File: src/rtl/bsram_port_arbiter_pkg.sv
// Shared types and defaults for the two-port BSRAM bank arbiter.
// Holds the FSM state encoding, the port ids and the default bank widths.
package bsram_port_arbiter_pkg;

    localparam int MEM_ADDR_W = 14;
    localparam int MEM_DATA_W = 8;

    typedef enum logic [1:0] {
        ST_IDLE  = 2'd0,
        ST_SETUP = 2'd1,
        ST_CLKHI = 2'd2,
        ST_CLKLO = 2'd3
    } state_t;

    typedef enum logic {
        PORT_A = 1'b0,
        PORT_B = 1'b1
    } port_id_t;

    function automatic port_id_t other_port(input port_id_t p);
        return (p == PORT_A) ? PORT_B : PORT_A;
    endfunction

endpackage

File: src/rtl/bsram_port_arbiter_if.sv
// Requester-side bus of one BSRAM port: level request held until a one-cycle ack.
// master = the requester, slave = the arbiter.
interface bsram_port_arbiter_if
    import bsram_port_arbiter_pkg::*;
#(
    parameter int ADDR_W = MEM_ADDR_W,
    parameter int DATA_W = MEM_DATA_W
) ();

    logic              req;
    logic              we;
    logic [ADDR_W-1:0] addr;
    logic [DATA_W-1:0] wdata;
    logic              ack;
    logic [DATA_W-1:0] rdata;

    modport master (output req, we, addr, wdata, input ack, rdata);
    modport slave  (input req, we, addr, wdata, output ack, rdata);

endinterface

File: src/rtl/bsram_port_arbiter_rr_arb2.sv
// Combinational two-way round-robin pick: a lone request wins outright,
// a tie goes to the port that did not win the previous grant.
module rr_arb2
    import bsram_port_arbiter_pkg::*;
(
    input  logic [1:0] req,
    input  port_id_t   last_grant,
    output logic       grant_valid,
    output port_id_t   grant_id
);

    always_comb begin
        grant_valid = |req;
        grant_id    = PORT_A;
        case (req)
            2'b01:   grant_id = PORT_A;
            2'b10:   grant_id = PORT_B;
            2'b11:   grant_id = other_port(last_grant);
            default: grant_id = PORT_A;
        endcase
    end

endmodule

File: src/rtl/bsram_port_arbiter.sv
// Shares one single-port BSRAM bank between the host port (A) and the engine port (B),
// running setup -> mem_clk high -> mem_clk low + capture, four cycles per access.
module bsram_port_arbiter
    import bsram_port_arbiter_pkg::*;
#(
    parameter int ADDR_W = MEM_ADDR_W,
    parameter int DATA_W = MEM_DATA_W
) (
    input  logic                sysclk,
    input  logic                reset,
    bsram_port_arbiter_if.slave port_a,
    bsram_port_arbiter_if.slave port_b,
    input  logic [DATA_W-1:0]   mem_dout,
    output logic [ADDR_W-1:0]   mem_ad,
    output logic [DATA_W-1:0]   mem_din,
    output logic                mem_ce,
    output logic                mem_wre,
    output logic                mem_oce,
    output logic                mem_clk
);

    state_t            state_q, state_d;
    port_id_t          last_grant_q, last_grant_d;
    port_id_t          win_id_q, win_id_d;
    logic              we_q, we_d;
    logic              a_ack_q, a_ack_d, b_ack_q, b_ack_d;
    logic [DATA_W-1:0] a_rdata_q, a_rdata_d, b_rdata_q, b_rdata_d;
    logic [ADDR_W-1:0] mem_ad_d;
    logic [DATA_W-1:0] mem_din_d;
    logic              mem_ce_d, mem_wre_d, mem_oce_d, mem_clk_d;

    logic              grant_valid;
    port_id_t          grant_id;

    // A port whose ack is high is finishing; it re-enters arbitration next IDLE.
    rr_arb2 u_arb (
        .req         ({port_b.req & ~b_ack_q, port_a.req & ~a_ack_q}),
        .last_grant  (last_grant_q),
        .grant_valid (grant_valid),
        .grant_id    (grant_id)
    );

    assign port_a.ack   = a_ack_q;
    assign port_a.rdata = a_rdata_q;
    assign port_b.ack   = b_ack_q;
    assign port_b.rdata = b_rdata_q;

    always_comb begin
        // NOTE: every variable gets a default before the case so no path leaves one
        // unassigned; an unassigned path in combinational logic infers a latch.
        state_d      = state_q;
        last_grant_d = last_grant_q;
        win_id_d     = win_id_q;
        we_d         = we_q;
        mem_ad_d     = mem_ad;
        mem_din_d    = mem_din;
        mem_ce_d     = mem_ce;
        mem_wre_d    = mem_wre;
        mem_oce_d    = mem_oce;
        mem_clk_d    = mem_clk;
        a_ack_d      = 1'b0;
        b_ack_d      = 1'b0;
        a_rdata_d    = a_rdata_q;
        b_rdata_d    = b_rdata_q;

        case (state_q)
            ST_IDLE: begin
                if (grant_valid) begin
                    state_d      = ST_SETUP;
                    last_grant_d = grant_id;
                    win_id_d     = grant_id;
                    if (grant_id == PORT_A) begin
                        we_d      = port_a.we;
                        mem_ad_d  = port_a.addr;
                        mem_din_d = port_a.wdata;
                    end else begin
                        we_d      = port_b.we;
                        mem_ad_d  = port_b.addr;
                        mem_din_d = port_b.wdata;
                    end
                    mem_ce_d  = 1'b1;
                    mem_wre_d = we_d;
                    mem_oce_d = ~we_d;
                end
            end
            ST_SETUP: begin
                mem_clk_d = 1'b1;
                state_d   = ST_CLKHI;
            end
            ST_CLKHI: begin
                mem_clk_d = 1'b0;
                mem_ce_d  = 1'b0;
                mem_wre_d = 1'b0;
                mem_oce_d = 1'b0;
                // Bank output is valid one fabric cycle after the mem_clk rising edge.
                if (win_id_q == PORT_A) begin
                    a_ack_d = 1'b1;
                    if (!we_q) a_rdata_d = mem_dout;
                end else begin
                    b_ack_d = 1'b1;
                    if (!we_q) b_rdata_d = mem_dout;
                end
                state_d = ST_CLKLO;
            end
            ST_CLKLO: begin
                state_d = ST_IDLE;
            end
            default: state_d = ST_IDLE;
        endcase
    end

    // Reset with last_grant at B so port A holds tie priority out of reset.
    always_ff @(posedge sysclk) begin
        // NOTE: sequential state uses non-blocking assignments so every register
        // samples its pre-edge inputs regardless of statement order.
        if (reset) begin
            state_q      <= ST_IDLE;
            last_grant_q <= PORT_B;
            win_id_q     <= PORT_A;
            we_q         <= 1'b0;
            a_ack_q      <= 1'b0;
            b_ack_q      <= 1'b0;
            a_rdata_q    <= '0;
            b_rdata_q    <= '0;
            mem_ad       <= '0;
            mem_din      <= '0;
            mem_ce       <= 1'b0;
            mem_wre      <= 1'b0;
            mem_oce      <= 1'b0;
            mem_clk      <= 1'b0;
        end else begin
            state_q      <= state_d;
            last_grant_q <= last_grant_d;
            win_id_q     <= win_id_d;
            we_q         <= we_d;
            a_ack_q      <= a_ack_d;
            b_ack_q      <= b_ack_d;
            a_rdata_q    <= a_rdata_d;
            b_rdata_q    <= b_rdata_d;
            mem_ad       <= mem_ad_d;
            mem_din      <= mem_din_d;
            mem_ce       <= mem_ce_d;
            mem_wre      <= mem_wre_d;
            mem_oce      <= mem_oce_d;
            mem_clk      <= mem_clk_d;
        end
    end

endmodule

File: src/flat_wrapper.sv
// flat-port wrapper written by rule: the top's interface ports become plain ports
module bsram_port_arbiter_flat import bsram_port_arbiter_pkg::*;
#(
    parameter int ADDR_W = MEM_ADDR_W,
    parameter int DATA_W = MEM_DATA_W
)
  (sysclk, reset, mem_dout, mem_ad, mem_din, mem_ce, mem_wre, mem_oce, mem_clk, port_a_req, port_a_we, port_a_addr, port_a_wdata, port_a_ack, port_a_rdata, port_b_req, port_b_we, port_b_addr, port_b_wdata, port_b_ack, port_b_rdata);
  bsram_port_arbiter_if #(.ADDR_W(ADDR_W), .DATA_W(DATA_W)) port_a_i ();
  bsram_port_arbiter_if #(.ADDR_W(ADDR_W), .DATA_W(DATA_W)) port_b_i ();
  input  logic sysclk;
  input  logic reset;
  input  logic [DATA_W-1:0] mem_dout;
  output logic [ADDR_W-1:0] mem_ad;
  output logic [DATA_W-1:0] mem_din;
  output logic mem_ce;
  output logic mem_wre;
  output logic mem_oce;
  output logic mem_clk;
  input wire logic [$bits(port_a_i.req)-1:0] port_a_req;
  input wire logic [$bits(port_a_i.we)-1:0] port_a_we;
  input wire logic [$bits(port_a_i.addr)-1:0] port_a_addr;
  input wire logic [$bits(port_a_i.wdata)-1:0] port_a_wdata;
  output wire logic [$bits(port_a_i.ack)-1:0] port_a_ack;
  output wire logic [$bits(port_a_i.rdata)-1:0] port_a_rdata;
  input wire logic [$bits(port_b_i.req)-1:0] port_b_req;
  input wire logic [$bits(port_b_i.we)-1:0] port_b_we;
  input wire logic [$bits(port_b_i.addr)-1:0] port_b_addr;
  input wire logic [$bits(port_b_i.wdata)-1:0] port_b_wdata;
  output wire logic [$bits(port_b_i.ack)-1:0] port_b_ack;
  output wire logic [$bits(port_b_i.rdata)-1:0] port_b_rdata;
  assign port_a_i.req = port_a_req;
  assign port_a_i.we = port_a_we;
  assign port_a_i.addr = port_a_addr;
  assign port_a_i.wdata = port_a_wdata;
  assign port_a_ack = port_a_i.ack;
  assign port_a_rdata = port_a_i.rdata;
  assign port_b_i.req = port_b_req;
  assign port_b_i.we = port_b_we;
  assign port_b_i.addr = port_b_addr;
  assign port_b_i.wdata = port_b_wdata;
  assign port_b_ack = port_b_i.ack;
  assign port_b_rdata = port_b_i.rdata;
  bsram_port_arbiter #(.ADDR_W(ADDR_W), .DATA_W(DATA_W)) u_core (.sysclk(sysclk), .reset(reset), .port_a(port_a_i), .port_b(port_b_i), .mem_dout(mem_dout), .mem_ad(mem_ad), .mem_din(mem_din), .mem_ce(mem_ce), .mem_wre(mem_wre), .mem_oce(mem_oce), .mem_clk(mem_clk));
endmodule
File: config.mk
export PLATFORM = sky130hd
export DESIGN_NAME = bsram_port_arbiter_flat
export DESIGN_NICKNAME = d
export VERILOG_FILES = /design/src/rtl/bsram_port_arbiter_pkg.sv /design/src/rtl/bsram_port_arbiter_if.sv /design/src/rtl/bsram_port_arbiter_rr_arb2.sv /design/src/rtl/bsram_port_arbiter.sv /design/src/flat_wrapper.sv
export SDC_FILE = /design/constraint.sdc
export NUM_CORES = 1
export LEC_CHECK = 0
export ABC_AREA = 1
export BUFFER_PORTS_ARGS = -buffer_cell sky130_fd_sc_hd__buf_2
export CORE_UTILIZATION = 35
export CTS_CLUSTER_DIAMETER = 150
export DETAILED_ROUTE_END_ITERATION = 16
export MAX_ROUTING_LAYER = met4
export PLACE_DENSITY = 0.73
export SKIP_LAST_GASP = 1
export SLEW_MARGIN = 25
export SYNTH_ARGS = -nofsm -noshare
export SYNTH_HDL_FRONTEND = slang
export SYNTH_SLANG_ARGS = --single-unit
File: constraint.sdc
create_clock -name sysclk -period 3.8 [get_ports sysclk]
set_clock_uncertainty 0.05 [all_clocks]
set_input_delay 0.57 -clock sysclk [delete_from_list [all_inputs] [get_ports sysclk]]
set_output_delay 0.57 -clock sysclk [all_outputs]
set_load 0.01 [all_outputs]
==> results.py, run 1 <==
metrics = {
    "floorplan": {
        "die_width_um": 83.3,
        "coreArea_um2": 6350,
        "starting_utilization_of_the_core_area_pct": 36.4,
        "die-area_um2": 6940,
        "std_cell_rows": 29,
        "die_y_um": 83.3,
        "count_of_pins_on_the_block_boundary": 102,
    },
    "global_route": {
        "antenna_found_initial": 0,
        "grt_max_degree": 46,
        "use_met2_pct": 28.2,
        "grt_most_used_layer": "met2",
        "grt_pass1_wl_um": 9050,
        "grt_remaining_overflow": 0,
        "global_route.usage.met3_pct": 4.67,
        "gr_layer_usage_met1_pct": 18.1,
        "track_usage_pct": 16.2,
        "first_global_vias": 2126,
    },
    "timing": {
        "tns_ns": 0,
        "grt_setup_unrepaired": "false",
        "timing.final.setup_violations": 0,
        "achievable_freq_ghz": 0.595,
        "timing_worst_slew_pin_value_ns": 0.551,
        "timing.final.max_slew_violations": 0,
        "final_worst_path_period_share_pct": 44.2,
        "timing.final.ws_setup_ns": 2.12,
        "period_needed_ns": 1.68,
        "timing.final.hold_violations": 0,
        "slew-limit-headroom_pct": 63.3,
    },
    "pwr": {
        "power_density_nw_per_um2": 713,
        "power.share.switching_pct": 41.9,
        "p_sw_uw": 860,
        "power.ir.vdd_worst_uv": 411,
        "pwr-share-clk_pct": 15.3,
        "power.leakage_nw": 1.61,
        "power.sequential.fraction_pct": 38.8,
        "p_int_mw": 1.19,
        "comb_power_share_pct": 45.9,
    },
    "worst_setup_path": {
        "critPathArrivalTime_ns": 1.79,
        "crit_path_end_kind": "flip-flop",
        "critical_path.startpoint_type": "flip-flop",
        "crit_fanout": 16,
        "setup.worst_path.class": "flip-flop to flip-flop",
        "critPathRequiredTime_ns": 3.91,
    },
    "route": {
        "drt_antenna_net_count": 0,
        "viasPerCell": 4.40,
        "drt_first_pass_iters": 4,
        "post-route-drc-count": 0,
        "via_count": 2196,
        "initialDrtViolationCount": 71,
        "wl_um": 5230,
        "wl_per_cell_um": 10.5,
    },
    "synth": {
        "synth_nets": 388,
        "async_reset_ff_share_pct": 0,
        "synth_top_family_by_area": "simple AND/OR/NAND/NOR gates",
        "ys.warnings.count": 0,
        "syn-cell-area_um2": 2310,
        "synth_xor_area_share_pct": 0,
        "seq_total_area_yosys_pct": 42.4,
        "post_synth.cell_area_avg_um2": 7.07,
        "synthSimpleGateAreaFrac_pct": 35.1,
        "post_synth_inst_count": 327,
        "synth-adder-area-share_pct": 1.62,
        "postSynthRegisterBits": 49,
        "netlist-cell-type-count": 25,
        "synthFlopType": "sky130_fd_sc_hd__dfxtp_1",
        "synth.area.mux_share_pct": 0,
        "synth_edf_count": 0,
        "fraction_of_the_mapped_netlist_area_in_compound_gates_pct": 7.36,
    },
    "clocking": {
        "numCtsBuffers": 5,
        "cts_buffer_depth": 2,
        "post_cts_resize_count": 0,
        "cts_hold_buf": 0,
        "clk_pin_slew_worst_paths_ns": 0.08,
        "clock-sinks": 49,
        "cts_root_cell": "sky130_fd_sc_hd__clkbuf_8",
        "clock_tree_from_tritoncts": "done",
        "post-cts-setup-buffers": 0,
        "htreeDepth": 2,
        "clk_latency_ns": 0.29,
    },
    "layout": {
        "antenna-diode-count": 0,
        "drive_above_1_share_pct": 32.7,
        "area_growth_pct": 24.4,
        "nets": 482,
    },
    "place": {
        "port_buffers": 101,
        "hpwl_um": 3820,
        "place.gp.congestion": 0.774,
        "post-place-ws_ns": 1.94,
    },
    "min_path": {
        "classification_of_the_worst_slack_hold_path": "flip-flop to flip-flop",
    },
    "outcome": {
        "run_status": "finished, final reports clean",
    },
    "flow_run": {
        "cap_viol_max_count": 0,
    },
}
-- worst paths after layout --
path                                       start                             endpoint  slack (ns)  depth (start not counted)
max               u_core.state_q[0]$_SDFFE_PP0P_  u_core.port_b.rdata[7]$_SDFFE_PP0P_        2.12                          5
min          u_core.port_b.rdata[5]$_SDFFE_PP0P_  u_core.port_b.rdata[5]$_SDFFE_PP0P_        0.40                          2
max reg2reg       u_core.state_q[0]$_SDFFE_PP0P_  u_core.port_b.rdata[7]$_SDFFE_PP0P_        2.12                          5
min reg2reg  u_core.port_b.rdata[5]$_SDFFE_PP0P_  u_core.port_b.rdata[5]$_SDFFE_PP0P_        0.40                          2
-- cells in the final DEF, fill, tap and decap left out --
cell type and count:
sky130_fd_sc_hd__nand2_4 2, sky130_fd_sc_hd__nor3_4 1, sky130_fd_sc_hd__clkinv_2 1, sky130_fd_sc_hd__clkinv_4 1, sky130_fd_sc_hd__o21ai_1 2, sky130_fd_sc_hd__nand2_1 80
sky130_fd_sc_hd__o21ai_0 16, sky130_fd_sc_hd__dfxtp_1 49, sky130_fd_sc_hd__inv_4 1, sky130_fd_sc_hd__nand2_2 2, sky130_fd_sc_hd__nor2_4 1, sky130_fd_sc_hd__and3_1 1
sky130_fd_sc_hd__nor3_1 1, sky130_fd_sc_hd__buf_2 101, sky130_fd_sc_hd__nor2_1 44, sky130_fd_sc_hd__or2_2 1, sky130_fd_sc_hd__clkbuf_8 6, sky130_fd_sc_hd__inv_8 1
sky130_fd_sc_hd__inv_2 3, sky130_fd_sc_hd__inv_1 40, sky130_fd_sc_hd__nor2_2 17, sky130_fd_sc_hd__nand3_1 32, sky130_fd_sc_hd__ha_1 3, sky130_fd_sc_hd__a21oi_1 16
-- worst max-delay path, stage by stage, from the launching register on --
cell and delay, ns:
sky130_fd_sc_hd__dfxtp_1 0.32, sky130_fd_sc_hd__inv_1 0.10, sky130_fd_sc_hd__ha_1 0.29, sky130_fd_sc_hd__nand3_1 0.42, sky130_fd_sc_hd__o21ai_0 0.31, sky130_fd_sc_hd__a21oi_1 0.06
-- flip-flops by register name (all words and copies together), names as in the netlist --
signal and cells:
u_core.mem_ad 14, u_core.mem_din 8, u_core.port_a.rdata 8, u_core.port_b.rdata 8, u_core.state_q 2, u_core.last_grant_q 1, u_core.mem_ce 1, u_core.mem_clk 1
u_core.mem_oce 1, u_core.mem_wre 1, u_core.port_a.ack 1, u_core.port_b.ack 1, u_core.we_q 1, u_core.win_id_q 1
-- power groups by stage --
stage,clock (mW),sequential (mW),combinational [mW]
2_1_floorplan,0,0.878,0.678
6_report,0.314,0.797,0.943
5_1_grt,0.353,0.817,1.09
3_5_place_dp,0,0.806,0.957
3_3_place_gp,0,0.802,0.934
4_1_cts,0.328,0.797,0.960
-- synth_stat cells, types with 3 or more instances --
master / n / area, um2
sky130_fd_sc_hd__nand3_1: 32 / 160
sky130_fd_sc_hd__a21oi_1: 16 / 80.1
sky130_fd_sc_hd__nor2_1: 44 / 165
sky130_fd_sc_hd__ha_1: 3 / 37.5
sky130_fd_sc_hd__inv_1: 40 / 150
sky130_fd_sc_hd__dfxtp_1: 49 / 981
sky130_fd_sc_hd__nor2_2: 17 / 106
sky130_fd_sc_hd__buf_6: 5 / 56.3
sky130_fd_sc_hd__nand2_1: 80 / 300
sky130_fd_sc_hd__o21ai_0: 16 / 80.1
sky130_fd_sc_hd__inv_2: 3 / 11.3
sky130_fd_sc_hd__buf_2: 3 / 15.0
-- cell type report --
type | instances | area [um2]
Tap cell | 77 | 96.3
Clock inverter | 2 | 13.8
Inverter | 45 | 179
Sequential cell | 49 | 981
Fill cell | 662 | 3470
Timing Repair Buffer | 101 | 505
Multi-Input combinational cell | 219 | 1020
Clock buffer | 6 | 82.6
-- metrics by stage --
stage                     hold WS (ns)  cells  cell area [um2]  total power [mW]  util [%]
after global routing             0.408    499             2880              2.26      45.3
after detailed placement         0.387    491             2780              1.76      43.8
final                            0.396    499             2880              2.05      45.3
after floorplan                  0.393    327             2310              1.56         -
after global placement           0.381    491             2780              1.74      43.8
after CTS                        0.402    499             2880              2.08      45.3
-- logic make-up (layout without fill, tap and decap cells) --
kind of cell,after synthesis,in the layout
fa+ha+maj,3,3
simple gates,182,182
compound gates,34,34
buf+inv,59,154
flops,49,49
-- per-layer routing --
layer | up-vias | share of wire [%]
met2 | 76 | 46
li1 | 1184 | -
met3 | 2 | 7.3
met4 | 0 | 0.40
met5 | - | 0
met1 | 934 | 46
Note: power is estimated with default switching activity, not from simulation.
==> run 2: changes to the inputs <==
Settings changed: ABC_AREA 1 to 0, PLACE_DENSITY 0.73 to 0.77.
Clock period 3.8 ns to 1.4 ns, I/O delays scaled along.
==> results.py, run 2 <==
metrics = {
    "route": {
        "post-route-drc-count": 0,
        "route.met2.wl_um": 2660,
        "wl_um": 5490,
        "detail_route.wirelength.met1_um": 2540,
        "via_count": 1994,
        "wl_per_cell_um": 13.3,
        "viasPerCell": 4.82,
        "drt_antenna_net_count": 0,
        "initialDrtViolationCount": 86,
        "maxUsedRoutingLayer": "met4",
        "drt_first_pass_iters": 4,
        "met3RoutedLength_um": 218,
    },
    "layout": {
        "largest_register_ff_count": 14,
        "top_register": "u_core.mem_ad",
        "antenna-diode-count": 0,
        "final_core_util_pct": 56.3,
        "commonest_cells_after_routing_fill_and_taps_aside": "sky130_fd_sc_hd__buf_2 (101), sky130_fd_sc_hd__dfxtp_1 (47), sky130_fd_sc_hd__nand2_1 (46)",
        "area_growth_pct": 53.7,
        "drive_above_1_share_pct": 50.0,
        "most_common_library_cell_in_the_layout_ignoring_fill_and_taps": "sky130_fd_sc_hd__buf_2",
        "nets": 402,
        "final-instance-count-excl-fill": 414,
    },
    "synth": {
        "synthFlopType": "sky130_fd_sc_hd__dfxtp_1",
        "syn-cell-area_um2": 2030,
        "netlist.top_cell.by_area": "sky130_fd_sc_hd__dfxtp_1",
        "netlist-cell-type-count": 27,
        "synth.most_common_cell": "sky130_fd_sc_hd__dfxtp_1",
        "post_synth_inst_count": 230,
        "seq_total_area_yosys_pct": 48.3,
        "yosys.area.top_type_share_pct": 48.3,
        "postSynthRegisterBits": 49,
        "ys_top_cells_by_count": "sky130_fd_sc_hd__dfxtp_1 (49), sky130_fd_sc_hd__nand2_1 (46), sky130_fd_sc_hd__nor2_1 (43)",
        "async_reset_ff_share_pct": 0,
        "synth_edf_count": 0,
        "post_synth.cell_area_avg_um2": 8.83,
        "ys.warnings.count": 0,
        "synth_nets": 291,
        "dominant_cells_by_area_after_synthesis": "sky130_fd_sc_hd__dfxtp_1 (48%), sky130_fd_sc_hd__a311oi_1 (9.5%), sky130_fd_sc_hd__mux2i_1 (8.9%)",
    },
    "global_route": {
        "track_usage_pct": 18.7,
        "grt_pass1_wl_um": 8840,
        "antenna_found_initial": 0,
        "grt_remaining_overflow": 0,
        "first_global_vias": 1831,
        "grt_max_degree": 25,
    },
    "worst_setup_path": {
        "crit_path_frequent_cell": "sky130_fd_sc_hd__buf_12",
        "critPathRequiredTime_ns": 1.57,
        "critical_path.startpoint_type": "flip-flop",
        "crit_slowest_cell": "sky130_fd_sc_hd__dfxtp_2",
        "crit_path_end_kind": "flip-flop",
        "timing.critical_path.cells": "inv_4 > ha_4 > a21boi_4 > buf_12 > buf_12 > nor2_4 > a311oi_2",
        "slowest_delay_ns": 0.35,
        "crit_fanout": 8,
        "critPathArrivalTime_ns": 1.64,
        "setup.worst_path.class": "flip-flop to flip-flop",
    },
    "floorplan": {
        "std_cell_rows": 27,
        "die-area_um2": 6110,
        "starting_utilization_of_the_core_area_pct": 36.7,
        "coreArea_um2": 5540,
        "die_y_um": 78.2,
        "die_width_um": 78.2,
        "count_of_pins_on_the_block_boundary": 102,
    },
    "timing": {
        "timing.final.setup_violations": 23,
        "timing.final.hold_violations": 0,
        "grt_setup_unrepaired": "true",
        "timing.final.ws_setup_ns": -0.0780,
        "slew-limit-headroom_pct": 67.0,
        "period_needed_ns": 1.48,
        "holdWs_ns": 0.0968,
        "final_worst_path_period_share_pct": 106,
        "tns_ns": -0.905,
        "achievable_freq_ghz": 0.677,
        "timing_worst_slew_pin_value_ns": 0.494,
        "timing.final.max_slew_violations": 0,
    },
    "pwr": {
        "power_density_nw_per_um2": 1960,
        "power.leakage_nw": 1.50,
        "final_total_pwr_mw": 6.12,
        "power.ir.vdd_worst_uv": 1170,
    },
    "clocking": {
        "cts_buffer_depth": 2,
        "cts_hold_buf": 0,
        "clk_latency_ns": 0.30,
        "cts_root_cell": "sky130_fd_sc_hd__clkbuf_8",
        "clock-sinks": 49,
        "numCtsBuffers": 5,
        "htreeDepth": 2,
        "clk_pin_slew_worst_paths_ns": 0.10,
        "clock_tree_from_tritoncts": "done",
    },
    "outcome": {
        "run_status": "finished, violations left",
        "violations_in_the_final_reports": "negative setup slack",
    },
    "place": {
        "place.gp.congestion": 0.735,
        "placed_cells_incl_taps": 397,
        "port_buffers": 101,
        "hpwl_um": 3650,
    },
    "flow_run": {
        "cap_viol_max_count": 0,
    },
    "min_path": {
        "classification_of_the_worst_slack_hold_path": "input pin to flip-flop",
    },
}
run 2: cell type report:
cell class	instances	area, um2
Clock buffer	5	68.8
Clock inverter	3	21.3
Fill cell	517	2420
Inverter	4	17.5
Multi-Input combinational cell	158	1120
Sequential cell	49	983
Tap cell	72	90.1
Timing Repair Buffer	123	818
run 2: repair_timing:
action,4_1_cts,5_1_grt
pin swaps,17,11
setup endpoints to repair,33,43
buffers inserted,5,2
gates cloned,3,0
gates resized for setup,27,24
run 2: routing by layer:
| layer | vias to the layer above | global-route usage [%] |
|---|---|---|
| met5 | - | - |
| met4 | 0 | 6.11 |
| met3 | 7 | 2.79 |
| met2 | 61 | 29.5 |
| met1 | 917 | 24.6 |
| li1 | 1009 | - |
run 2: cell families (layout without fill, tap and decap cells):
family / Yosys count / in the layout / share of synthesized area, %
and+or+nand+nor: 104 / 104 / 21.4
DFF: 49 / 49 / 48.3
AOI/OAI and AO/OA: 33 / 33 / 13.6
buffers and inverters: 23 / 135 / 5.98
muxes: 18 / 18 / 8.87
adders and majority gates: 3 / 3 / 1.85
run 2: per-stage QoR:
step                cell area, um2  worst slack (ns)
finish                        3120           -0.0780
global route                  3120            -0.129
CTS                           3000           -0.0613
detailed placement            2680           -0.0968
global placement              2680           -0.0195
floorplan                     2050           0.00294
run 2: where the power goes:
| group | internal [mW] | leakage (nW) | switching, mW |
|---|---|---|---|
| Sequential | 1.80 | 0.403 | 0.262 |
| Combinational | 1.68 | 1.05 | 1.52 |
| Clock | 0.355 | 0.0445 | 0.499 |
run 2: worst max-delay path: cells and delay by family, from the launching register on:
kind | cells | cell delay [ns]
compound gates | 2 | 0.47
flops | 1 | 0.35
buf+inv | 3 | 0.35
fa+ha+maj | 1 | 0.13
simple gates | 1 | 0.04
run 2: path summary, 6_finish.rpt:
check | end | startpoint | slack (ns) | cells after the start
worst max-delay path | u_core.mem_din[0]$_SDFFE_PP0P_ | u_core.state_q[0]$_SDFFE_PP0P_ | -0.08 | 7
worst min register to register | u_core.last_grant_q$_SDFFE_PP1P_ | u_core.last_grant_q$_SDFFE_PP1P_ | 0.42 | 2
worst max register to register | u_core.mem_din[0]$_SDFFE_PP0P_ | u_core.state_q[0]$_SDFFE_PP0P_ | -0.08 | 7
worst min-delay path | u_core.port_b.rdata[0]$_SDFFE_PP0P_ | mem_dout[0] | 0.1 | 3
